**config.mk**
```make
export PLATFORM = sky130hd
export DESIGN_NAME = dht11_frame_reader
export DESIGN_NICKNAME = d
export VERILOG_FILES = /design/src/rtl/dht11_frame_reader.sv
export SDC_FILE = /design/constraint.sdc
export NUM_CORES = 1
export LEC_CHECK = 0
export ABC_CLOCK_PERIOD_IN_PS = 5200
export CORE_MARGIN = 2
export CORE_UTILIZATION = 54
export DETAILED_ROUTE_END_ITERATION = 12
export GPL_TIMING_DRIVEN = 0
export HOLD_SLACK_MARGIN = 0.06
export PLACE_DENSITY_LB_ADDON = 0.12
export SKIP_LAST_GASP = 1
export SYNTH_ARGS = -nofsm -noshare
export SYNTH_HDL_FRONTEND = slang
export SYNTH_SLANG_ARGS = --single-unit
```
**constraint.sdc**
```tcl
create_clock -name clk_i -period 5.2 [get_ports clk_i]
set_input_delay 1.3 -clock clk_i [delete_from_list [all_inputs] [get_ports clk_i]]
set_output_delay 1.3 -clock clk_i [all_outputs]
set_load 0.1 [all_outputs]
```
**src/rtl/dht11_frame_reader.sv**
```systemverilog
// DHT11 data-phase receiver: times the 40 data bits after the start handshake,
// verifies the checksum and presents the four payload bytes with a valid strobe.
module dht11_frame_reader #(
    parameter int unsigned CLK_PER_US    = 1,
    parameter int unsigned BIT_THRESHOLD = 40,
    parameter int unsigned TIMEOUT       = 200
) (
    input  logic       clk_i,
    input  logic       rst_i,
    input  logic       start_i,
    input  logic       data_in_i,
    output logic [7:0] humidity_int_o,
    output logic [7:0] humidity_dec_o,
    output logic [7:0] temp_int_o,
    output logic [7:0] temp_dec_o,
    output logic       valid_o,
    output logic       checksum_err_o,
    output logic       timeout_err_o,
    output logic       busy_o
);
    localparam int unsigned      CntW       = $clog2(TIMEOUT + 1);
    localparam logic [CntW-1:0]  TimeoutCnt = CntW'(TIMEOUT);
    localparam logic [CntW:0]    ThreshCnt  = (CntW + 1)'(BIT_THRESHOLD);

    if (CLK_PER_US == 0) begin : g_bad_clk_per_us
        $error("CLK_PER_US must be at least 1");
    end

    typedef enum logic [2:0] {StIdle, StWaitLow, StLow, StHigh, StCheck} state_e;

    state_e          state_q, state_d;
    logic            sync1_q, d_s_q, d_prev_q, start_q;
    logic [CntW-1:0] cnt_q, cnt_d;
    logic [5:0]      idx_q, idx_d;
    logic [39:0]     shift_q, shift_d;
    logic [7:0]      hum_int_q, hum_int_d, hum_dec_q, hum_dec_d;
    logic [7:0]      tmp_int_q, tmp_int_d, tmp_dec_q, tmp_dec_d;
    logic            valid_q, valid_d, cks_err_q, cks_err_d, to_err_q, to_err_d;

    logic       rise, fall, start_edge, timed_out, bit_is_one;
    logic [7:0] checksum;

    assign rise       = d_s_q & ~d_prev_q;
    assign fall       = ~d_s_q & d_prev_q;
    assign start_edge = start_i & ~start_q;
    assign timed_out  = (cnt_q == TimeoutCnt);
    // The rise cycle itself is high but spent in StLow, so the width is cnt_q + 1.
    assign bit_is_one = (({1'b0, cnt_q} + 1'b1) > ThreshCnt);
    assign checksum   = shift_q[39:32] + shift_q[31:24] + shift_q[23:16] + shift_q[15:8];

    always_ff @(posedge clk_i) begin
        if (rst_i) begin
            state_q   <= StIdle;
            sync1_q   <= 1'b0;
            d_s_q     <= 1'b0;
            d_prev_q  <= 1'b0;
            start_q   <= 1'b0;
            cnt_q     <= '0;
            idx_q     <= '0;
            shift_q   <= '0;
            hum_int_q <= '0;
            hum_dec_q <= '0;
            tmp_int_q <= '0;
            tmp_dec_q <= '0;
            valid_q   <= 1'b0;
            cks_err_q <= 1'b0;
            to_err_q  <= 1'b0;
        end else begin
            state_q   <= state_d;
            sync1_q   <= data_in_i;
            d_s_q     <= sync1_q;
            d_prev_q  <= d_s_q;
            start_q   <= start_i;
            cnt_q     <= cnt_d;
            idx_q     <= idx_d;
            shift_q   <= shift_d;
            hum_int_q <= hum_int_d;
            hum_dec_q <= hum_dec_d;
            tmp_int_q <= tmp_int_d;
            tmp_dec_q <= tmp_dec_d;
            valid_q   <= valid_d;
            cks_err_q <= cks_err_d;
            to_err_q  <= to_err_d;
        end
    end

    always_comb begin
        state_d   = state_q;
        cnt_d     = cnt_q;
        idx_d     = idx_q;
        shift_d   = shift_q;
        hum_int_d = hum_int_q;
        hum_dec_d = hum_dec_q;
        tmp_int_d = tmp_int_q;
        tmp_dec_d = tmp_dec_q;
        valid_d   = 1'b0;
        cks_err_d = 1'b0;
        to_err_d  = 1'b0;

        unique case (state_q)
            StIdle: begin
                cnt_d = '0;
                if (start_edge) begin
                    state_d = StWaitLow;
                    idx_d   = '0;
                    shift_d = '0;
                end
            end
            StWaitLow: begin
                if (timed_out) begin
                    to_err_d = 1'b1;
                    state_d  = StIdle;
                end else if (!d_s_q) begin
                    state_d = StLow;
                    cnt_d   = '0;
                end else begin
                    cnt_d = cnt_q + 1'b1;
                end
            end
            StLow: begin
                if (timed_out) begin
                    to_err_d = 1'b1;
                    state_d  = StIdle;
                end else if (rise) begin
                    state_d = StHigh;
                    cnt_d   = '0;
                end else begin
                    cnt_d = cnt_q + 1'b1;
                end
            end
            StHigh: begin
                if (timed_out) begin
                    to_err_d = 1'b1;
                    state_d  = StIdle;
                end else if (fall) begin
                    shift_d = {shift_q[38:0], bit_is_one};
                    idx_d   = idx_q + 6'd1;
                    cnt_d   = '0;
                    state_d = (idx_q == 6'd39) ? StCheck : StLow;
                end else begin
                    cnt_d = cnt_q + 1'b1;
                end
            end
            StCheck: begin
                if (checksum == shift_q[7:0]) begin
                    hum_int_d = shift_q[39:32];
                    hum_dec_d = shift_q[31:24];
                    tmp_int_d = shift_q[23:16];
                    tmp_dec_d = shift_q[15:8];
                    valid_d   = 1'b1;
                end else begin
                    cks_err_d = 1'b1;
                end
                state_d = StIdle;
            end
            default: state_d = StIdle;
        endcase
    end

    assign humidity_int_o = hum_int_q;
    assign humidity_dec_o = hum_dec_q;
    assign temp_int_o     = tmp_int_q;
    assign temp_dec_o     = tmp_dec_q;
    assign valid_o        = valid_q;
    assign checksum_err_o = cks_err_q;
    assign timeout_err_o  = to_err_q;
    assign busy_o         = (state_q != StIdle);

endmodule

```
== Word-level counts from Yosys, hierarchy flattened ==
Cells that the tools add are included.

* Flip-flop bits (word level): 96
* Latch bits: 0
* Bits in writable memories: 0
* Bits in read-only memories: 0
* Input port bits: 4
* Output and inout port bits: 36
* Word-level logic and storage cells: 83
* Memories kept: 0

* $add $sub $neg: 6
* Multipliers: 0
* Divide/modulo/power cells: 0
* Order comparisons: 1
* Equal/unequal tests: 15
* Shift-type cells: 0
* Muxes and demuxes: 27
* Bitwise gates (word level): 8
* Reductions and logical operators: 11

{| class="wikitable"
|+ Operators with widths
! operator !! number
|-
| $mux W40 || 3
|-
| $pmux W40 S2 || 1
|-
| $mux W8 || 6
|-
| $pmux W8 S4 || 1
|-
| $add A8 B8 Y8 || 3
|-
| $mux W3 || 8
|-
| $mux W6 || 3
|-
| $pmux W3 S4 || 1
|-
| $pmux W6 S2 || 1
|-
| $reduce_and A4 Y1 || 3
|-
| $ne A2 B2 Y1 const B || 5
|-
| $add A8 B1 Y9 const B || 1
|-
| $gt A9 B6 Y1 const B || 1
|-
| $ne A3 B3 Y1 const B || 3
|-
| $add A8 B1 Y8 const B || 1
|-
| $eq A8 B8 Y1 || 1
|-
| $eq A8 B8 Y1 const B || 1
|-
| $add A6 B1 Y6 const B || 1
|-
| $eq A3 B2 Y1 const B || 2
|-
| $eq A6 B6 Y1 const B || 1
|-
| $not A1 Y1 || 5
|-
| $reduce_bool A4 Y1 || 1
|-
| $reduce_or A2 Y1 || 2
|-
| $and A1 B1 Y1 || 3
|-
| other kinds (8) || 10
|}

== Depth between registers and ports, before layout ==
Gate-level depths: netlist of run 1.

* Depth after elaboration: 5
* Gate-level depth with buffers: 13
* Mapped depth without buffers: 12

== Least setup slack after synthesis of run 1 ==
Ideal clock, no wire load.

* Path kind: reg-to-reg
* From: register shift_q[9]
* To: register hum_dec_q[0], in the netlist humidity_dec_o[0]
* Setup time: 0.072 ns
* Arrival time: 3.479 ns
* Data required time: 5.128 ns
* Setup slack: 1.649 ns
* Cell stages (with the launch flop): 14
* Clock period less this slack: 3.551 ns
* Cells stage by stage: dfxtp_1 fa_1 inv_1 fa_1 inv_1 ha_1 fa_1 a21o_1 a21oi_1 o21ai_0 xnor2_1 nor4_4 buf_6 mux2i_1

* Longest elaborated chain between the ends: 3

{| class="wikitable"
|+ Ends and longest elaborated chain
! item !! RTL line !! source
|-
| start, declared || 35 || <nowiki>logic [39:0] shift_q, shift_d;</nowiki>
|-
| start signal, assigned || 76 || <nowiki>shift_q <= shift_d;</nowiki>
|-
| $add A8 B8 Y8 || 49 || <nowiki>assign checksum = shift_q[39:32] + shift_q[31:24] + shift_q[23:16] + shift_q[15:8];</nowiki>
|-
| $eq A8 B8 Y1 || 145 || <nowiki>if (checksum == shift_q[7:0]) begin</nowiki>
|-
| $reduce_and A2 Y1 (no line) || n/a ||
|-
| end signal, assigned || 78 || <nowiki>hum_dec_q <= hum_dec_d;</nowiki>
|-
| end, declared || 36 || <nowiki>logic [7:0] hum_int_q, hum_int_d, hum_dec_q, hum_dec_d;</nowiki>
|}

Every way passes these cells.
A chain may end at the register's enable or synchronous reset.

== Worst setup path after layout of run 1 ==
* From: register shift_q[9]
* To: register tmp_dec_q[3], in the netlist temp_dec_o[3]

* Longest elaborated chain between the ends: 3

{| class="wikitable"
|+ Ends and longest elaborated chain
! item !! RTL line !! source
|-
| $add A8 B8 Y8 || 49 ||
|-
| $eq A8 B8 Y1 || 145 ||
|-
| $reduce_and A2 Y1 (no line) || n/a ||
|-
| end signal, assigned || 80 || <nowiki>tmp_dec_q <= tmp_dec_d;</nowiki>
|-
| end, declared || 37 || <nowiki>logic [7:0] tmp_int_q, tmp_int_d, tmp_dec_q, tmp_dec_d;</nowiki>
|}

Every way passes these cells.

==> metrics, run 1 <==
Slowest-stage cell, CP nor4_4; status complete, no violations; die area 8979 sq um; total placed cells including tap cells 626; area taken by multi-input logic gates 2327 sq um; # setup viols final 0; top routing layer in use met4; largest net degree at the start of global routing 16; Cells on Worst Hold Path 1; Final period util 77.84%; CTS Hold Bufs 0; Leak Pwr 1.841 nW; main combinational cell family by area after synthesis simple AND/OR/NAND/NOR gates; Slew HR 34.46%; yosys warns 0; Initial DRT Pass Iterations 4; Die X 94.76 um; first-pass GRT wire length 16350 um; met3 wire len 269 um; setup TNS 0 ns; post_cts resized 0; synthesized cell area 4448 sq um; # port buffers 38; register area 1922 sq um; Seq cells post-synth 96; vias 3551; setup ws final 1.152 ns; Root Buffer clkbuf_8; Cell variety after synth 42; DRT iter0 DRCs 150; power density cells 258.6 nW/um^2; max frequency 0.2471 GHz; worst path cell trace fa_1 > inv_1 > fa_1 > inv_1 > ha_1 > fa_1 > a21o_1 > a21oi_1 > o21ai_0 > xnor2_1 > nor4_4 > buf_6 > mux2i_1; Core ar. 8093 sq um; dpl ws 1.182 ns; top_reg_cell synth dfxtp_1; Worst setup EP type flip-flop; initial antenna violation count 0; CTS tree done; filler instances 694; cell taking the most area after synthesis dfxtp_1; number of global-route vias before repair 3415; Worst-Skew Late Latency 0.36 ns; R2R depth 13; worst hold path type reg -> reg; Routed Antenna Nets 0; GR Util All Layers 23.64%; met2 wire len 5035 um; Cell Rows 33; xor-xnor portion of the synthesized cell area 4.135%; Worst Path Required 5.49 ns; Avg Inst Size Synth 9.209 sq um; Initial Utilization 54.96%; sequential element share of the synthesized area 43.21%; synthesized net count 512; RSZ-0062 raised after global routing false; Die Ht 94.76 um; clk_skew 0.01434 ns; Synth area leaders dfxtp_1 (43%), mux2i_1 (8.1%), a22oi_1 (6.9%); M1 WL 4314 um; Startpoint Class flip-flop; crit-path most repeated cell fa_1; reg2reg start shift_q[9]; slowest stage delay, CP 0.57 ns; mux share of post-synthesis cell area 8.101%; kind of critical path reg -> reg; worst vdd ir 0.0002022 V; Async SR Flop Fraction 0%; compound-gate portion of the synthesized area 12.21%; Synth Area in Adders 9.395%; crit-path max FO 10; Synth-to-Final Area Change 16.12%; Max-Cap Viols 0; DRC errors left 0; Yosys top cell area share 43.21%; GPL Wtd Cong 0.8276; Final min period 4.048 ns; via density per instance 5.540; Post-synth EDFFs 0; Clock transition at path regs 0.09 ns; Nets 561; clk sinks 96; Critical Path Start shift_q[9]; Cells after Synth 483; clock tree buffer depth 2; number of buffers created by CTS 9; global route total overflow 0; # IOs 40; detailed-route wire length per cell 15.26 um; crit path DAT 4.34 ns; Slew Limit Fails 0; hold path startpoint sync1_q; simple-gate share of the synthesized area 18.48%; post-CTS setup buffers 0; final hold vios 0; worst slew pin tran 0.9801 ns; total power 1.336 mW; HPWL after DPL 7122 um; non-filler cells, final 641; H-Tree Level Count 3; WL final 9782 um; fraction of layout cells with a size suffix above 1 5.784%; # diodes 0
[sequential cells by signal, summed over array words and instances (netlist names), 3 cells and up]
register	count
cnt_q	8
idx_q	6
humidity_int_o	8
state_q	3
shift_q	40
humidity_dec_o	8
temp_dec_o	8
temp_int_o	8
[layer usage]
metal  GRT usage [%]  up-vias
met3           4.230       10
met5               0        -
met4           8.937        0
met2           41.49       54
met1           28.81     1734
li1                -     1753
[cells in the final DEF (no fill, tap or decap), types with 2 or more instances in the layout]
cell	count
a211oi_1	2
a21oi_1	14
a22oi_1	41
and2_1	2
and3_1	4
buf_2	9
buf_6	3
clkbuf_1	16
clkbuf_8	11
clkdlybuf4s50_1	38
clkinvlp_4	2
dfxtp_1	96
fa_1	14
ha_1	11
inv_1	16
mux2i_1	36
nand2_1	75
nand2b_1	3
nand3_1	7
nand3b_1	3
nand4b_1	2
nor2_1	57
nor2b_1	4
nor3_1	4
nor3_2	2
nor3b_1	3
nor4_1	3
o21ai_0	14
or3_1	7
xnor2_1	15
xor2_1	6
[cell usage after synthesis (4+ instances only)]
library cell / number
xor2_1: 6
inv_1: 16
buf_2: 9
a22oi_1: 41
clkbuf_1: 16
a21oi_1: 14
nor2b_1: 4
mux2i_1: 36
o21ai_0: 14
nor2_1: 57
ha_1: 11
xnor2_1: 15
fa_1: 14
or3_1: 7
nand3_1: 7
and3_1: 4
nor3_1: 4
nand2_1: 75
dfxtp_1: 96
[logic make-up after synthesis]
logic type	count (synthesis)
and+or+nand+nor	180
DFF	96
AOI/OAI and AO/OA	81
buffers and inverters	44
muxes	36
adders and majority gates	25
xor gates and xnor gates	21
[metrics by stage]
stage	util, %	cell area [sq um]	hold slack, ns
after global routing	63.82	5165	0.4584
after CTS	63.82	5165	0.4439
after floorplan	-	4448	0.4138
final	63.82	5165	0.4441
after detailed placement	61.29	4960	0.4239
after global placement	61.29	4960	0.4203
[area by class of cell]
class | count | share of cell area [%]
Inverter | 16 | 1.163
Multi-Input combinational cell | 343 | 45.06
Timing Repair Buffer | 38 | 7.364
Clock inverter | 4 | 1.042
Tap cell | 105 | 2.544
Clock buffer | 11 | 2.931
Sequential cell | 96 | 37.21
Buffer | 28 | 2.689
[worst paths after layout]
path | endpoint | slack (ns)
min reg2reg | d_s_q | 0.44
max | temp_dec_o[3] | 1.15
max reg2reg | temp_dec_o[3] | 1.15
min | d_s_q | 0.44
[report_power, final]
group / switching (mW) / internal [mW]
sequential: 0.00416 / 0.738
combinational: 0.0649 / 0.0236
clock: 0.258 / 0.247
[critical path: cells and delay by family, from the launching register on]
family | cells | cell delay, ns
adders and majority gates | 4 | 1.68
AOI/OAI and AO/OA | 3 | 0.57
and+or+nand+nor | 1 | 0.57
DFF | 1 | 0.38
buffers and inverters | 3 | 0.35
muxes | 1 | 0.22
xor gates and xnor gates | 1 | 0.19
No activity file was read; power rests on OpenSTA's default activity.
==> run 2, diff against run 1 <==
ABC_CLOCK_PERIOD_IN_PS = 3300   (was 5200)
CORE_UTILIZATION = 52   (was 54)
clock period = 3.3 ns   (was 5.2 ns; I/O delays follow)
==> run 2 against run 1 <==
The flow now finishes with violations (setup timing). Clock power up 43%. Cell count up 1.6%. Non-clock buffer count up 9. Critical path depth up 1.
==> metrics, run 2 (synthesis results as in run 1) <==
detailed-route wire length per cell 15.58 um (+2.1%); vias 3591 (+1.1%); DRC errors left 0 (unchanged); crit-path max FO 5 (-5); # setup viols final 34 (+34); Worst-Skew Late Latency 0.38 ns (+0.02 ns); Cell Rows 33 (unchanged); Initial Utilization 53.86% (-1.1 points); # IOs 40 (unchanged); largest net degree at the start of global routing 18 (+2); Top delay family on crit path adder cells; Leak Pwr 1.903 nW (+3.4%); CTS tree done; setup ws final -0.3263 ns (-1.479 ns); first-pass GRT wire length 16840 um (+3.0%); power density cells 380.9 nW/um^2 (+47%); Sw Pwr 0.5484 mW (+68%); Die Ht 96.49 um (+1.8%); Logic pwr share 6.9% (+0.3 points); crit path DAT 3.94 ns (-0.40 ns); GPL Wtd Cong 0.8098 (-2.2%); total power 2.033 mW (+52%); clock power share 35.5% (-2.3 points); commonest non-fill, non-tap cell in the layout dfxtp_1; max reg flops 40 (unchanged); fraction of layout cells with a size suffix above 1 9.341% (+3.6 points); slowest stage delay, CP 0.55 ns (-0.02 ns); number of global-route vias before repair 3452 (+1.1%); power share of the sequential group 57.5% (+1.9 points); H-Tree Level Count 3 (unchanged); most frequent cells in the layout dfxtp_1 (94), nand2_1 (75), nor2_1 (57), a22oi_1 (41), clkdlybuf4s50_1 (38); CTS Hold Bufs 0 (unchanged); max frequency 0.2758 GHz (+12%); Die X 96.49 um (+1.8%); Clock transition at path regs 0.10 ns (about the same); violated checks setup timing; final hold vios 0 (unchanged); non-filler cells, final 651 (+1.6%); die area 9309 sq um (+3.7%); number of buffers created by CTS 9 (unchanged); P_int 1.485 mW (+47%); Biggest register shift_q; CP Buf/Inv Count 4 (+1); RSZ-0062 raised after global routing true; worst slew pin tran 0.9794 ns (-0.0006979 ns); Worst setup EP type flip-flop; Final min period 3.626 ns (-0.4213 ns); hold_ws 0.4611 ns (+0.01701 ns); clk_skew 0.01103 ns (-0.003315 ns); total placed cells including tap cells 626 (unchanged); Core ar. 8258 sq um (+2.0%); initial antenna violation count 0 (unchanged); Net Sw Frac 26.97% (+2.5 points); status finished with violations; global route total overflow 0 (unchanged); worst vdd ir 0.0002611 V (+29%); Synth-to-Final Area Change 20.00%; Startpoint Class flip-flop; Worst Path Required 3.61 ns (-1.88 ns); worst hold path type reg -> reg; kind of critical path reg -> reg; DRT iter0 DRCs 191 (+27%); clk sinks 96 (unchanged); WL final 10140 um (+3.7%); worst path cell trace fa_1 > inv_2 > fa_1 > inv_2 > ha_4 > fa_2 > a21o_1 > a21oi_2 > o21ai_2 > xnor2_2 > nor4_4 > buf_6 > clkbuf_16 > mux2i_1; Routed Antenna Nets 0 (unchanged); via density per instance 5.516 (-0.43%); Slew HR 34.51% (+0.047 points); GR Util All Layers 23.62% (about the same); Initial DRT Pass Iterations 5 (+1); Slowest-stage cell, CP fa_1; # port buffers 38 (unchanged); Final period util 109.9% (+32 points); Slew Limit Fails 0 (unchanged); # diodes 0 (unchanged); Nets 570 (+1.6%); Root Buffer clkbuf_8; HPWL after DPL 7139 um (+0.24%); clock tree buffer depth 2 (unchanged); Max-Cap Viols 0 (unchanged)
[run 2: changes by cell type in the layout (fill, tap and decap cells not counted), sizes merged]
cell      delta
buf          +7
bufinv       -1
clkbuf       +1
clkinv       -1
clkinvlp     +1
inv          +3
[run 2: timing repair]
item	CTS	global route
buffers inserted	5	1
pin swaps	3	7
gates resized for setup	11	5
endpoints found under the setup margin	34	34
cloned	1	2
[run 2: cell type report]
cell class | instances | area (sq um)
plain buffers | 28 | 160.2
clock buffers | 10 | 127.6
clock inverters | 6 | 51.30
fillers | 709 | 2920
inverters | 16 | 60.06
multi-input cells | 343 | 2370
flip-flops and latches | 96 | 1927
well taps | 105 | 131.4
repair buffers | 47 | 510.5
[run 2: power by group through the flow]
stage	Sequential (mW)	Combinational [mW]	Clock, mW
6_report	1.17	0.141	0.722
3_5_place_dp	1.20	0.138	0
5_1_grt	1.17	0.154	0.781
2_1_floorplan	1.20	0.104	0
4_1_cts	1.17	0.139	0.738
3_3_place_gp	1.20	0.137	0
[run 2: per-layer routing]
layer  GRT usage [%]  share of wire [%]  up-vias
li1                -                  -     1766
met1           32.55                 49     1722
met2           36.69                 45       88
met3           5.508                4.2       15
met4           7.864                1.7        0
met5               0                  0        -
[run 2: tightest hold or removal path: stages (launching register included)]
cell and delay, ns:
dfxtp_1 0.32, nand2_1 0.05, mux2i_1 0.05
[run 2: worst paths after layout]
path | startpoint | cells after the start | to | slack, ns
min reg2reg | temp_int_o[3] | 2 | temp_int_o[3] | 0.46
max reg2reg | shift_q[25] | 14 | humidity_int_o[6] | -0.33
min | temp_int_o[3] | 2 | temp_int_o[3] | 0.46
max | shift_q[25] | 14 | humidity_int_o[6] | -0.33
[run 2: per-stage QoR]
stage	setup slack [ns]	setup TNS [ns]	util (%)	instance area, sq um
finish	-0.3263	-9.621	64.64	5338
global placement	-0.5378	-16.49	60.29	4979
CTS	-0.3814	-11.18	63.74	5264
global route	-0.4417	-14.24	64.64	5338
floorplan	-0.1768	-5.304	-	4467
detailed placement	-0.6335	-18.63	60.29	4979
==> run 3, diff against run 2 <==
CELL_PAD_IN_SITES_DETAIL_PLACEMENT = 0   (was not set)
CELL_PAD_IN_SITES_GLOBAL_PLACEMENT = 1   (was not set)
CORE_UTILIZATION = 40   (was 52)
==> run 3 against run 2 <==
Fmax increased by 1.8%. Setup slack improved by 0.066 ns. Via count decreased by 2.7%. Design area increased by 0.87%. Power increased by 7.4%. Global-route usage decreased by 5.0 points. Cell count increased by 5.1%. Utilization decreased by 15 points. Clock skew increased by 0.00062 ns. The run still ends with setup timing left. Die area increased by 29%. Sequential cell count unchanged. Largest cell class unchanged. Routed wire length increased by 0.26%. Largest power group unchanged.
==> metrics, run 3 (synthesis results as in run 1) <==
status finished with violations; violated checks setup timing; power density cells 405.5 nW/um^2 (+6.5%); H-Tree Level Count 3 (unchanged); clk_skew 0.01165 ns (+0.0006177 ns); setup TNS -7.321 ns (+2.300 ns); number of global-route vias before repair 3521 (+2.0%); Worst-Skew Late Latency 0.37 ns (about the same); clock power share 39.9% (+4.4 points); Nets 568 (-0.35%); detailed-route wire length per cell 14.87 um (-4.6%); WL final 10170 um (+0.26%); HPWL after DPL 7499 um (+5.0%); Synth-to-Final Area Change 21.04%; # IOs 40 (unchanged); Worst setup EP type flip-flop; vias 3495 (-2.7%); total power 2.183 mW (+7.4%); max reg flops 40 (unchanged); Root Buffer clkbuf_8; worst slew pin tran 0.9774 ns (-0.001956 ns); filler instances 1027 (+45%); Worst Path Required 3.60 ns (about the same); GR Util All Layers 18.58% (-5.0 points); first-pass GRT wire length 17250 um (+2.5%); Biggest register shift_q; Max-Cap Viols 0 (unchanged); global route total overflow 0 (unchanged); initial antenna violation count 0 (unchanged); Final Cell Area 5384 sq um (+0.87%); Die Ht 109.5 um (+13%); Clock transition at path regs 0.10 ns (about the same); Startpoint Class flip-flop; most frequent cells in the layout dfxtp_1 (93), nand2_1 (75), nor2_1 (57), a22oi_1 (41), clkdlybuf4s50_1 (38); P_int 1.650 mW (+11%); Initial DRT Pass Iterations 5 (unchanged); # port buffers 38 (unchanged); final hold vios 0 (unchanged); DRC errors left 0 (unchanged); number of buffers created by CTS 9 (unchanged); dpl ws -0.5301 ns (+0.1034 ns); Slew HR 34.64% (+0.13 points); Final min period 3.561 ns (-0.06553 ns); Cell Rows 38 (+15%); kind of critical path reg -> reg; Initial Utilization 41.03% (-13 points); Sw Pwr 0.5328 mW (-2.8%); Die X 109.5 um (+13%); GPL Wtd Cong 0.7946 (-1.9%); largest net degree at the start of global routing 17 (-1); commonest non-fill, non-tap cell in the layout dfxtp_1; Core ar. 10840 sq um (+31%); CTS tree done; # diodes 0 (unchanged); RSZ-0062 raised after global routing true; worst vdd ir 0.0002911 V (+11%); clk sinks 96 (unchanged); max frequency 0.2808 GHz (+1.8%); power share of the sequential group 53.6% (-3.9 points); Slew Limit Fails 0 (unchanged); Logic pwr share 6.5% (-0.4 points); fraction of layout cells with a size suffix above 1 9.007% (-0.33 points); die area 11980 sq um (+29%); Final period util 107.9% (-2.0 points); crit-path max FO 10 (+5); setup ws final -0.2607 ns (+0.06553 ns); crit path DAT 3.86 ns (-0.08 ns); Routed Antenna Nets 0 (unchanged); DRT iter0 DRCs 211 (+10%); clock tree buffer depth 2 (unchanged); Leak Pwr 1.911 nW (+0.42%); via density per instance 5.110 (-7.4%); worst hold path type reg -> reg; Net Sw Frac 24.41% (-2.6 points); hold_ws 0.4407 ns (-0.02042 ns); # setup viols final 32 (-5.9%); Placement Cell Area 5022 sq um (+0.88%)
## run 3: per-stage QoR
stage               utilization (%)  instances
finish                        49.67        684
global route                  49.67        684
CTS                           49.22        682
detailed placement            46.33        661
global placement              46.33        661
floorplan                         -        483
## run 3: layer usage
metal	vias to the layer above	global-route usage, %	share of wire, %
met4	0	5.425	1.4
met2	43	31.22	50
met5	-	0	0
li1	1758	-	-
met1	1685	23.03	46
met3	9	5.513	3.3
## run 3: cell type report
cell class | count | area (sq um) | area share, %
buffer | 28 | 165.2 | 3.068
sequential | 96 | 1928 | 35.81
clock inverter | 6 | 90.09 | 1.673
timing repair buffer | 45 | 461.7 | 8.575
tap | 140 | 175.2 | 3.254
inverter | 16 | 60.06 | 1.116
clock buffer | 10 | 137.6 | 2.556
multi-input combinational | 343 | 2366 | 43.95
## run 3: final timing paths
path                                  start            end  slack (ns)  cells past startpoint
worst min-delay path                sync1_q          d_s_q        0.44                      1
worst max register to register  shift_q[25]  temp_int_o[1]       -0.26                     14
worst max-delay path            shift_q[25]  temp_int_o[1]       -0.26                     14
worst min register to register      sync1_q          d_s_q        0.44                      1
## run 3: critical path: stages (launching register included)
cell and delay, ns:
dfxtp_4 0.36, fa_1 0.53, inv_1 0.05, fa_1 0.48
inv_2 0.04, ha_4 0.15, fa_2 0.36, a21o_1 0.20
a21oi_2 0.16, o21ai_1 0.12, xnor2_2 0.18, nor4_4 0.29
buf_6 0.21, buf_12 0.15, mux2i_1 0.20
## run 3: timing repair
item                                    CTS  global route
pin swaps                                 3             6
hold buffers                              0             0
endpoints found under the setup margin   33            34
resized for setup                        12             4
gates cloned                              0             1
setup buffers                             5             1
## run 3: power by group through the flow
stage	sequential [mW]	combinational, mW	clock, mW
floorplan	1.20	0.104	0
global placement	1.20	0.140	0
detailed placement	1.20	0.142	0
CTS	1.17	0.143	0.906
global route	1.17	0.156	0.941
finish	1.17	0.142	0.871
